==> config.mk <==
export PLATFORM = sky130hd
export DESIGN_NAME = uart_rx_os
export DESIGN_NICKNAME = d
export VERILOG_FILES = /design/src/rtl/uart_pkg.sv /design/src/rtl/uart_sync2.sv /design/src/rtl/uart_rx_os.sv
export SDC_FILE = /design/constraint.sdc
export NUM_CORES = 1
export LEC_CHECK = 0
export CAP_MARGIN = 0
export CORE_ASPECT_RATIO = 1.2
export CORE_MARGIN = 1.5
export CORE_UTILIZATION = 25
export CTS_CLUSTER_DIAMETER = 150
export DETAILED_ROUTE_END_ITERATION = 8
export SLEW_MARGIN = 15
export SYNTH_ARGS = -nofsm -noshare
export SYNTH_HDL_FRONTEND = slang
export SYNTH_SLANG_ARGS = --single-unit
==> constraint.sdc <==
create_clock -name clk -period 2.2 [get_ports clk]
set_clock_uncertainty 0.2 [all_clocks]
set_input_delay 0.22 -clock clk [delete_from_list [all_inputs] [get_ports clk]]
set_output_delay 0.22 -clock clk [all_outputs]
set_load 0.05 [all_outputs]
==> src/rtl/uart_pkg.sv <==
// Shared UART types and constants for the receive path.
package uart_pkg;

  typedef enum logic [2:0] {
    IDLE,
    START,
    DATA,
    PARITY,
    STOP,
    BREAK
  } uart_rx_state_t;

  localparam int unsigned UART_DATA_BITS = 8;

endpackage

==> src/rtl/uart_sync2.sv <==
// Two-flop synchroniser for a single asynchronous input; both flops reset to RST_VAL.
module uart_sync2 #(
  parameter logic RST_VAL = 1'b1
) (
  input  logic clk_i,
  input  logic rst_ni,
  input  logic d_i,
  output logic q_o
);

  logic meta_q;
  logic sync_q;

  always_ff @(posedge clk_i or negedge rst_ni) begin
    if (!rst_ni) begin
      meta_q <= RST_VAL;
      sync_q <= RST_VAL;
    end else begin
      meta_q <= d_i;
      sync_q <= meta_q;
    end
  end

  assign q_o = sync_q;

endmodule

==> src/rtl/uart_rx_os.sv <==
// Oversampling 8N1 UART receiver with mid-bit sampling and framing-error detection.
// Define UART_RX_PARITY_EN to expect an even-parity bit between data and stop.
module uart_rx_os
  import uart_pkg::*;
#(
  parameter int NUM_CLKS_PER_BIT = 16
) (
  input  logic       clk,
  input  logic       rstn,
  input  logic       rx,
  output logic [7:0] dout,
  output logic       done,
  output logic       frame_err,
  output logic       parity_err
);

  if (NUM_CLKS_PER_BIT < 4) begin : g_bad_param
    $error("uart_rx_os: NUM_CLKS_PER_BIT must be >= 4");
  end

  localparam int unsigned CW = $clog2(NUM_CLKS_PER_BIT);
  localparam logic [CW-1:0] HALF_M1 = CW'(NUM_CLKS_PER_BIT / 2 - 1);
  localparam logic [CW-1:0] FULL_M1 = CW'(NUM_CLKS_PER_BIT - 1);
  localparam logic [2:0]    LAST_IDX = 3'(UART_DATA_BITS - 1);

  logic           rx_s;
  uart_rx_state_t state_q, state_d;
  logic [CW-1:0]  cnt_q, cnt_d;
  logic [2:0]     idx_q, idx_d;
  logic [7:0]     shift_q, shift_d;
  logic [7:0]     dout_q, dout_d;
  logic           done_q, done_d;
  logic           fe_q, fe_d;
  logic           bit_end;

  uart_sync2 #(.RST_VAL(1'b1)) u_sync (
    .clk_i  (clk),
    .rst_ni (rstn),
    .d_i    (rx),
    .q_o    (rx_s)
  );

`ifdef UART_RX_PARITY_EN
  logic par_q, par_d;
  logic pe_q, pe_d;
`endif

  assign bit_end = (cnt_q == FULL_M1);

  always_comb begin
    state_d = state_q;
    cnt_d   = cnt_q;
    idx_d   = idx_q;
    shift_d = shift_q;
    dout_d  = dout_q;
    done_d  = 1'b0;
    fe_d    = 1'b0;
`ifdef UART_RX_PARITY_EN
    par_d   = par_q;
    pe_d    = 1'b0;
`endif
    unique case (state_q)
      IDLE: begin
        if (!rx_s) begin
          state_d = START;
          cnt_d   = '0;
        end
      end
      START: begin
        if (cnt_q == HALF_M1) begin
          cnt_d   = '0;
          idx_d   = '0;
          state_d = rx_s ? IDLE : DATA;
        end else begin
          cnt_d = cnt_q + 1'b1;
        end
      end
      DATA: begin
        if (bit_end) begin
          shift_d[idx_q] = rx_s;
          cnt_d          = '0;
          if (idx_q == LAST_IDX) begin
`ifdef UART_RX_PARITY_EN
            state_d = PARITY;
`else
            state_d = STOP;
`endif
          end else begin
            idx_d = idx_q + 1'b1;
          end
        end else begin
          cnt_d = cnt_q + 1'b1;
        end
      end
`ifdef UART_RX_PARITY_EN
      PARITY: begin
        if (bit_end) begin
          par_d   = rx_s;
          cnt_d   = '0;
          state_d = STOP;
        end else begin
          cnt_d = cnt_q + 1'b1;
        end
      end
`endif
      STOP: begin
        if (bit_end) begin
          cnt_d = '0;
          // Framing takes priority over parity; a low stop parks in BREAK until the line recovers.
          if (!rx_s) begin
            fe_d    = 1'b1;
            state_d = BREAK;
          end else begin
            state_d = IDLE;
`ifdef UART_RX_PARITY_EN
            if (par_q != ^shift_q) begin
              pe_d = 1'b1;
            end else begin
              dout_d = shift_q;
              done_d = 1'b1;
            end
`else
            dout_d = shift_q;
            done_d = 1'b1;
`endif
          end
        end else begin
          cnt_d = cnt_q + 1'b1;
        end
      end
      BREAK: begin
        if (rx_s) state_d = IDLE;
      end
      default: state_d = IDLE;
    endcase
  end

  always_ff @(posedge clk or negedge rstn) begin
    if (!rstn) begin
      state_q <= IDLE;
      cnt_q   <= '0;
      idx_q   <= '0;
      shift_q <= '0;
      dout_q  <= '0;
      done_q  <= 1'b0;
      fe_q    <= 1'b0;
    end else begin
      state_q <= state_d;
      cnt_q   <= cnt_d;
      idx_q   <= idx_d;
      shift_q <= shift_d;
      dout_q  <= dout_d;
      done_q  <= done_d;
      fe_q    <= fe_d;
    end
  end

`ifdef UART_RX_PARITY_EN
  always_ff @(posedge clk or negedge rstn) begin
    if (!rstn) begin
      par_q <= 1'b0;
      pe_q  <= 1'b0;
    end else begin
      par_q <= par_d;
      pe_q  <= pe_d;
    end
  end
  assign parity_err = pe_q;
`else
  assign parity_err = 1'b0;
`endif

  assign dout      = dout_q;
  assign done      = done_q;
  assign frame_err = fe_q;

endmodule

==> reports/results.txt <==
The clock tree root driver cell was clkbuf_8. The congestion estimate from routability-driven global placement came to 0.812. The post-synthesis share of cell area spent on and, or, nand and nor gates is 0.189. The number of hold buffers added after cts is 0. The shortest clock period the worst path allows after layout is 2030 ps, and the multiplexer share of the synthesized area is 0.141. The most used flip-flop cell after synthesis was dfrtp_1. Of all nets on the critical path, the largest fanout is 6. VDD sags by at most 0.000430 V. The tools report the maximum level of the CTS H-tree as 2. By area, the combinational part of the netlist is dominated by simple AND/OR/NAND/NOR gates.

Setup repair after global routing left no endpoint under its margin. In this run the cell area of the synthesized design comes to 1440 um^2. The run finished with clean final reports.

The total routing resource utilization after global routing came out at 0.0993. Including well taps, the total number of placed cells is 201. The share of Yosys cell area claimed by the top area cell type came out at 0.487. The synthesized design contains 0 enable-type register cells. The compound-gate portion of the synthesized area was 0.0877. Number of unique standard cell types used by synthesis: 36. The tools report the DRC marker count from the first detailed-route iteration as 25.

The run gives 14 as the boundary pin count. The share of the synthesized netlist area taken by xor and xnor gates is 0, and the residual antenna-violating net count after detailed routing is 0. TritonCTS built the clock tree.

The number of endpoints with negative hold slack in the final report came out at 0. After detailed routing, the number of vias per cell comes to 4.85. The most common cell in the synthesized netlist is dfrtp_1. By area the synthesized netlist is led by dfrtp_1 49%, mux2_2 14%, dfstp_2 3.6%. The cell accounting for the most synthesized area was dfrtp_1.

The effective utilization at floorplan was 0.257; the number of standard cells after synthesis was 124. The pin count of the biggest net entering global routing is 31. The tools report the count of inserted antenna diode cells as 0.

The category of the worst setup path capture point was a flop. For the number of CTS-inserted buffers, the log shows 5. The clock drives 30 sinks. The path type of the worst min-delay path is in2async. The overall overflow remaining after global route is 0.

For the pin with the worst max-slew slack, the measured transition is 541 ps. During placement, the flow inserted port buffers numbering 12. The run gives 0 ps as the setup TNS. The run gives 0.523 as the share of synthesized area occupied by flip-flops and latches. The tools report the number of nets in the layout as 150. The area added between synthesis and finish came out at 23.9%.

The mean cell area of the mapped netlist came out at 11.6 um^2. Async set or reset register ratio after synthesis: 1.00. The die width came out at 72.3 um.

Adder and majority cell fraction of the synthesized area: 0.0261. In the synthesized netlist, the cells that appear most often are 28 x dfrtp_1, 18 x mux2_2, 9 x nand2_1, 8 x nor2_1. The tightest slew margin relative to the limit is 0.636.

The number of register bits inferred by synthesis was 30; the vertical die dimension was 86.1 um. Clock transition at the register clock pins on the worst setup and hold paths after CTS: 60 ps. For this design the static power due to leakage is 0.815 nW. The via count of the first global-routing pass came out at 1042. The floorplan has 30 rows. For this run, design rule violations remaining after detail routing come to 0.

Number of slew-limit violations in the final report: 0. The filler cells instantiated in the layout total 565. After floorplanning, the core was sized to cover 5590 um^2. First-pass GRT wire length: 4.77 mm. The die covers 6230 um^2. The logs give 0 for the reported max-cap violation count and 0 for the number of warning messages in the yosys log. For the total nets after synthesis, the log shows 130.

The longest clock path from root to sink contains 2 buffers. The run gives 0 as the initial antenna violation count. The critical path is of the reg2reg type.

The run gives 1.82 mm as the HPWL after detailed placement. The worst setup path is launched from a flop. Source-to-sink clock delay at the later pin of the worst-skew pair: 280 ps.

Setup violations remaining at the end of the flow were counted as 0. The fraction of layout cells with a size suffix above 1 was 0.297; the number of non-filler instances in the completed layout was 209. The tools report the arrival time at the worst endpoint as 1990 ps. Wires add up to 2.66 mm. The vias after detailed routing was 1014; the required arrival time at the worst endpoint was 2160 ps. The first detailed-routing pass took 4 iterations. The average wire per standard cell was 12.7 um; the final clock period utilization by the worst path was 0.924. The power per cell area is 859 nW/um^2, and the highest clock rate is 492 MHz.
-- final cells by class --
| cell class | count | area, um^2 | share of cell area |
|---|---|---|---|
| Clock buffer | 7 | 76.3 | 0.0428 |
| Clock inverter | 1 | 30.0 | 0.0168 |
| Inverter | 2 | 7.51 | 0.00421 |
| Multi-Input combinational cell | 84 | 649 | 0.364 |
| Sequential cell | 30 | 753 | 0.422 |
| Tap cell | 64 | 80.1 | 0.0449 |
| Timing Repair Buffer | 21 | 188 | 0.105 |
-- timing repair --
action / in CTS / in global routing
setup endpoints to repair: 0 / 2
resized for setup: 0 / 1
buffers inserted: 0 / 0
-- through the flow --
stage	setup slack, ps	hold WS [ps]	area [um^2]	utilization	power [W]
global placement	187	145	1670	0.299	0.000990
detailed placement	149	149	1670	0.299	0.000997
floorplan	218	-276	1440	-	0.000902
CTS	128	136	1780	0.318	0.00154
finish	168	128	1780	0.319	0.00153
global route	12.1	152	1780	0.319	0.00164
-- cell families after synthesis --
logic type,count (synthesis)
other,1
buffers and inverters,10
adder cells (fa/ha/maj),3
AND/OR/NAND/NOR,45
multiplexers,18
AO/OA/AOI/OAI,17
flip-flops,30
-- registers in the layout, summed over array words and instances (netlist names) --
name           flops
frame_err          1
cnt_q              4
u_sync.meta_q      1
u_sync.q_o         1
done               1
dout               8
state_q            3
shift_q            8
idx_q              3
-- routing by layer --
layer  up-vias  GRT usage  wire length, um
li1        484          -                -
met1       512      0.116             1220
met2        13      0.164             1320
met3         5     0.0259               80
met4         0     0.0549               42
met5         -          0                0
-- path summary, 6_finish.rpt --
| check | slack (ps) | cells after the start | startpoint | end |
|---|---|---|---|---|
| max in group asynchronous | 1350 | 2 | rstn | u_sync.q_o$_DFF_PN1_ |
| worst max-delay path | 170 | 5 | cnt_q[0]$_DFFE_PN0P_ | shift_q[1]$_DFFE_PN0P_ |
| worst min register to register | 160 | 0 | u_sync.meta_q$_DFF_PN1_ | u_sync.q_o$_DFF_PN1_ |
| worst max register to register | 170 | 5 | cnt_q[0]$_DFFE_PN0P_ | shift_q[1]$_DFFE_PN0P_ |
| worst min-delay path | 130 | 2 | rstn | dout[6]$_DFFE_PN0P_ |
| min in group clk | 150 | 1 | rx | u_sync.meta_q$_DFF_PN1_ |
-- where the power goes --
part           switching [W]  internal, W
clock network       0.000199     0.000338
logic               0.000183     0.000157
registers          0.0000513     0.000604
-- critical path, cell delays in order, from the launching register on --
cell     delay, ps
dfrtp_1        380
ha_1           250
nand3_1        130
or3_4          420
nor3b_2        190
mux2_2         350
-- layout by cell type (no fill, tap or decap), types with 3 or more instances in the layout --
master           netlist  layout
buf_4                  2       9
clkbuf_8               0       5
clkdlybuf4s50_1        0      12
dfrtp_1               28      28
ha_1                   3       3
mux2_2                18      18
nand2_1                9       9
nand3_1                4       4
nand3b_1               4       4
nor2_1                 8       8
nor3_1                 4       4
o21ai_0                6       6
(Power assumes the default switching activity.)
